### src/rtl/conv_layer_pkg.sv
// rtl/conv_layer_pkg.sv - shared encodings and defaults for the conv-layer input sequencer
package conv_layer_pkg;

   typedef enum logic [1:0] {
      CMD_IDLE    = 2'd0,
      CMD_PRELOAD = 2'd1,
      CMD_SHIFT   = 2'd2,
      CMD_LOAD    = 2'd3
   } cmd_t;

   typedef enum logic [1:0] {
      ACK_IDLE        = 2'd0,
      ACK_PRELOAD_FIN = 2'd1,
      ACK_SHIFT_FIN   = 2'd2,
      ACK_LOAD_FIN    = 2'd3
   } ack_t;

   typedef enum logic [2:0] {
      S_IDLE,
      S_PRELOAD,
      S_SHIFT,
      S_LOAD,
      S_DONE,
      S_ERR
   } state_t;

   localparam int DEF_IMAGE_ROWS  = 8;
   localparam int DEF_KERNEL_SIZE = 3;

endpackage

### src/rtl/conv_layer_ack_timer.sv
// rtl/conv_layer_ack_timer.sv - ack wait counter; expired flags the last allowed waiting cycle
module conv_layer_ack_timer #(
   parameter int TIMEOUT = 64,
   parameter int TO_W    = 7
) (
   input  logic clk,
   input  logic rst,
   input  logic enable,
   input  logic clear,
   input  logic count_en,
   output logic expired
);

   logic [TO_W-1:0] count;

   // Expired one count early so the transition lands on the TIMEOUT-th edge.
   assign expired = count_en && (count == TO_W'(TIMEOUT - 1));

   always_ff @(posedge clk or posedge rst) begin
      if (rst) begin
         count <= '0;
      end else if (enable) begin
         if (clear) begin
            count <= '0;
         end else if (count_en && !expired) begin
            count <= count + TO_W'(1);
         end
      end
   end

endmodule

### src/rtl/conv_layer_input_ctrl.sv
// rtl/conv_layer_input_ctrl.sv - preload/shift/load sequencer for one conv-layer input feature map
module conv_layer_input_ctrl
   import conv_layer_pkg::*;
#(
   parameter int IMAGE_ROWS  = DEF_IMAGE_ROWS,
   parameter int KERNEL_SIZE = DEF_KERNEL_SIZE,
   parameter int ROW_W       = 4,
   parameter int TIMEOUT     = 64,
   parameter int TO_W        = 7
) (
   input  logic             clk,
   input  logic             rst,
   input  logic             enable,
   input  logic             start,
   input  logic             abort,
   input  logic [1:0]       ack,
   output logic [1:0]       cmd,
   output logic             kernel_en,
   output logic             row_valid,
   output logic [ROW_W-1:0] row_idx,
   output logic             busy,
   output logic             done,
   output logic             error
);

   localparam logic [ROW_W-1:0] LAST_ROW = ROW_W'(IMAGE_ROWS - KERNEL_SIZE);

   state_t           state_q, state_n;
   cmd_t             cmd_q, cmd_n;
   ack_t             ack_c;
   logic             kernel_en_n, row_valid_n, busy_n, done_n, error_n;
   logic [ROW_W-1:0] row_idx_n;
   logic             issue, go_err, expired;

   assign ack_c = ack_t'(ack);
   assign cmd   = cmd_q;

   conv_layer_ack_timer #(
      .TIMEOUT (TIMEOUT),
      .TO_W    (TO_W)
   ) u_timer (
      .clk      (clk),
      .rst      (rst),
      .enable   (enable),
      .clear    (issue),
      .count_en (cmd_q != CMD_IDLE),
      .expired  (expired)
   );

   // In SHIFT/LOAD, cmd_q==IDLE marks the mandatory gap cycle before the command is issued.
   always_comb begin
      state_n     = state_q;
      cmd_n       = cmd_q;
      row_idx_n   = row_idx;
      busy_n      = busy;
      error_n     = error;
      row_valid_n = 1'b0;
      done_n      = 1'b0;
      issue       = 1'b0;
      go_err      = 1'b0;
      case (state_q)
         S_IDLE: begin
            if (start) begin
               state_n   = S_PRELOAD;
               cmd_n     = CMD_PRELOAD;
               busy_n    = 1'b1;
               error_n   = 1'b0;
               row_idx_n = '0;
               issue     = 1'b1;
            end
         end
         S_PRELOAD: begin
            if (ack_c == ACK_PRELOAD_FIN) begin
               state_n = S_SHIFT;
               cmd_n   = CMD_IDLE;
            end else if (expired) begin
               go_err = 1'b1;
            end
         end
         S_SHIFT: begin
            if (cmd_q == CMD_IDLE) begin
               cmd_n = CMD_SHIFT;
               issue = 1'b1;
            end else if (ack_c == ACK_SHIFT_FIN) begin
               cmd_n       = CMD_IDLE;
               row_valid_n = 1'b1;
               state_n     = (row_idx == LAST_ROW) ? S_DONE : S_LOAD;
            end else if (expired) begin
               go_err = 1'b1;
            end
         end
         S_LOAD: begin
            // row_idx advances here so the row_valid pulse still shows the completed row.
            if (cmd_q == CMD_IDLE) begin
               cmd_n     = CMD_LOAD;
               issue     = 1'b1;
               row_idx_n = row_idx + ROW_W'(1);
            end else if (ack_c == ACK_LOAD_FIN) begin
               state_n = S_SHIFT;
               cmd_n   = CMD_IDLE;
            end else if (expired) begin
               go_err = 1'b1;
            end
         end
         S_DONE: begin
            done_n  = 1'b1;
            busy_n  = 1'b0;
            state_n = S_IDLE;
         end
         S_ERR: begin
            state_n = S_IDLE;
         end
         default: begin
            state_n = S_IDLE;
         end
      endcase

      if (go_err) begin
         state_n = S_ERR;
         cmd_n   = CMD_IDLE;
         error_n = 1'b1;
         busy_n  = 1'b0;
      end

      if (abort && (state_q != S_IDLE)) begin
         state_n     = S_IDLE;
         cmd_n       = CMD_IDLE;
         busy_n      = 1'b0;
         row_idx_n   = '0;
         row_valid_n = 1'b0;
         done_n      = 1'b0;
      end

      kernel_en_n = (cmd_n == CMD_SHIFT);
   end

   always_ff @(posedge clk or posedge rst) begin
      if (rst) begin
         state_q   <= S_IDLE;
         cmd_q     <= CMD_IDLE;
         kernel_en <= 1'b0;
         row_valid <= 1'b0;
         row_idx   <= '0;
         busy      <= 1'b0;
         done      <= 1'b0;
         error     <= 1'b0;
      end else if (enable) begin
         state_q   <= state_n;
         cmd_q     <= cmd_n;
         kernel_en <= kernel_en_n;
         row_valid <= row_valid_n;
         row_idx   <= row_idx_n;
         busy      <= busy_n;
         done      <= done_n;
         error     <= error_n;
      end else begin
         row_valid <= 1'b0;
         done      <= 1'b0;
      end
   end

endmodule

### config.mk
export PLATFORM = sky130hd
export DESIGN_NAME = conv_layer_input_ctrl
export DESIGN_NICKNAME = d
export VERILOG_FILES = /design/src/rtl/conv_layer_pkg.sv /design/src/rtl/conv_layer_ack_timer.sv /design/src/rtl/conv_layer_input_ctrl.sv
export SDC_FILE = /design/constraint.sdc
export NUM_CORES = 1
export LEC_CHECK = 0
export CAP_MARGIN = 20
export CORE_UTILIZATION = 42
export CTS_BUF_LIST = sky130_fd_sc_hd__clkbuf_8
export CTS_CLUSTER_SIZE = 40
export DETAILED_ROUTE_END_ITERATION = 8
export GPL_TIMING_DRIVEN = 0
export PLACE_DENSITY = 0.73
export SYNTH_ARGS = -nofsm -noshare
export SYNTH_HDL_FRONTEND = slang
export SYNTH_SLANG_ARGS = --single-unit
### constraint.sdc
create_clock -name clk -period 2.4 [get_ports clk]
set_input_delay 0.48 -clock clk [delete_from_list [all_inputs] [get_ports clk]]
set_output_delay 0.48 -clock clk [all_outputs]
set_load 0.05 [all_outputs]
==> results_dict.tcl <==
set metrics [dict create \
    grt_max_degree 22 \
    p_comb_share_pct 54.3 \
    power.switching_mw 0.7511 \
    fin_util_pct 53.43 \
    wire_per_inst_um 14.40 \
    avgSynthCellArea_um2 9.061 \
    cts_sinks 21 \
    fin_crit_sh_pct 90.56 \
    vias 1233 \
    yosysTopAreaCellShare_pct 37.91 \
    max_slew.worst_pin.slew_ns 0.8117 \
    clkTransAtPathRegs_ns 0.08 \
    synth_area_leaders "dfrtp_1, o21ai_1, a2111oi_4" \
    drive_gt1_share_pct 9.195 \
    max_slew_margin_pct 45.83 \
    remaining_drc_errors 0 \
    hold_viol_final 0 \
    cts_max_level 1 \
    area_growth_pct 19.58 \
    synth_compound_area_share_pct 27.80 \
    worstSkewPairLatency_ns 0.26 \
    clk_path_buf_depth 2 \
    grt_pass1_wl_um 5444 \
    wl_um 3140 \
    crit_fanout 6 \
    min_path_cells 1 \
    dieArea_um2 3534 \
    rsz0062_at_grt "false" \
    die_x_um 59.45 \
    synth_edf_count 0 \
    period_minus_slack_ns 2.173 \
    crit_required_ns 2.55 \
    synth-warning-count 0 \
    ant_nets 0 \
    synthArstFlopShare_pct 100.0 \
    drt_iter0_drc 76 \
    cpMaxStageDelayCell "a2111oi_4" \
    power.internal_mw 0.8659 \
    cts_setup_buffers 0 \
    dr.pass1.iters 4 \
    worst-r2r-setup-slack_ns 0.36 \
    cts-root-buf "clkbuf_8" \
    syn-num-nets 163 \
    numPortBuffers 17 \
    finalSetupViolCount 0 \
    cts_resized 0 \
    min_path_type "register to register" \
    rr_endpoint "cmd[1]" \
    reg2reg_depth 6 \
    synth_top_cell_by_area "dfrtp_1" \
    worstSetupStartpointType "input port" \
    p_seq_share_pct 31.0 \
    critPathLaunch "ack[1]" \
    cts_tree "yes" \
    timing.rr.start "u_timer.count[0]" \
    crit_arrival_ns 2.33 \
    antenna_cells 0 \
    maxCapViolations 0 \
    skew_ns 0.005324 \
    hold_buffers 0 \
    grt_usage_pct 20.27 \
    io_pins 18 \
    p_leak_nw 0.6821 \
    ys_ff_latch 21 \
    place_area_um2 1612 \
    gp_congestion 0.8759 \
    synth_top_family_by_area "compound AO/OA/AOI/OAI gates" \
    status "finished clean" \
    peakVddDrop_v 0.0003404 \
    synth-simple-area-share_pct 25.18 \
    via_per_inst 5.656 \
    worstPathCellList "clkdlybuf4s50_1 -> nor2b_1 -> o21ai_1 -> a2111oi_4 -> a211oi_2 -> mux2_4" \
    holdWs_ns 0.4889 \
    worstHoldStart "error" \
    pwr_density_cell_nw_per_um2 975.4 \
    initial_utilization_pct 44.68 \
    critical_path_class "input port to register" \
    synth-main-ff-cell "dfrtp_1" \
    antenna_found_initial 0 \
    total_power_mw 1.617 \
    design_area_um2 1658 \
    grt_pass1_vias 1220 \
    yosys.area_share.adder_pct 2.708 \
    slew_violations 0 \
    die_h_um 59.45 \
    synth-xor-area-share_pct 0.6318 \
    ys_seq_area_share_pct 37.91 \
    synth_area_um2 1386 \
    numCtsBuffers 3 \
    synth.mux.area_fraction_pct 1.805 \
    swShare_pct 46.45 \
    max_stage_delay_ns 0.61 \
    ys_types 50 \
    pwr-share-clk_pct 14.7 \
    fin_nets 185 \
    max_freq_mhz 460.1 \
    num_rows 20 \
    grt_overflow 0 \
    hpwl_um 2346 \
    critPathCaptureType "register" \
    core_um2 3103 \
    min_to "error" \
    syn_inst 153 \
]
-- per-layer routing --
layer  wire (um)  vias up  GRT usage (%)
met5           0        -              0
met4          57        0          7.483
met3         129        9          3.493
met2        1551       37          33.07
met1        1402      585          26.74
li1            -      602              -
-- sequential cells by signal (all words and copies together), names as in the netlist --
| name | flops |
|---|---|
| busy | 1 |
| cmd | 2 |
| done | 1 |
| error | 1 |
| kernel_en | 1 |
| row_idx | 4 |
| row_valid | 1 |
| state_q | 3 |
| u_timer.count | 7 |
-- worst max path at each step --
stage,to,slack [ns]
floorplan,state_q[1],0.60
global placement,cmd[1],-0.004
detailed placement,cmd[1],-0.01
CTS,cmd[1],0.25
global route,cmd[1],0.11
finish,cmd[1],0.23
-- cells by family after synthesis --
| family | Yosys count |
|---|---|
| xor+xnor | 1 |
| compound gates | 52 |
| mux | 2 |
| buf+inv | 13 |
| simple gates | 61 |
| fa+ha+maj | 3 |
| flops | 21 |
-- cells in the final DEF (no fill, tap or decap), drive strengths merged, types with 4 or more instances in the layout --
cell	n
nand2b	5
inv	6
clkdlybuf4s50	17
buf	4
nor2b	7
a21o	4
nor2	12
o21ai	20
dfrtp	21
nand3b	4
a21oi	10
nand2	13
clkbuf	6
-- power groups by stage --
stage | clock network, mW | registers, mW | logic [mW]
floorplan | 0 | 0.610 | 0.549
global placement | 0 | 0.499 | 0.850
detailed placement | 0 | 0.507 | 0.872
CTS | 0.242 | 0.499 | 0.874
global route | 0.252 | 0.513 | 0.970
finish | 0.237 | 0.501 | 0.879
-- area by class of cell --
type,instances,area [um2]
fill,313,1445
clock buffer,3,41.29
inverter,6,22.52
timing repair buffer,17,170.2
tap,44,55.05
multi-input combinational,119,805.8
clock inverter,1,5.005
sequential,21,525.5
buffer,7,32.53
-- cells in the mapped netlist, drive strengths merged, types with 3 or more instances --
cell type,number
buf,4
nand3,3
a21oi,10
a21o,4
and3,3
o21ai,20
inv,6
nor2b,7
dfrtp,21
o31ai,3
nor2,12
nor3,3
clkbuf,3
nand2,13
ha,3
nand2b,5
nand3b,4
-- worst max-delay path, delay by kind of cell --
family                 cells  cell delay (ns)
multiplexers               1             0.28
AND/OR/NAND/NOR            1             0.16
buffers and inverters      1             0.54
AO/OA/AOI/OAI              3             0.87
-- through the flow --
step / cells / worst slack, ns / setup TNS [ns]
after floorplan: 153 / 0.5953 / 0
after global placement: 214 / -0.003638 / -0.003638
after detailed placement: 214 / -0.01097 / -0.01097
after CTS: 218 / 0.2540 / 0
after global routing: 218 / 0.1116 / 0
final: 218 / 0.2266 / 0
(Power assumes the default switching activity.)
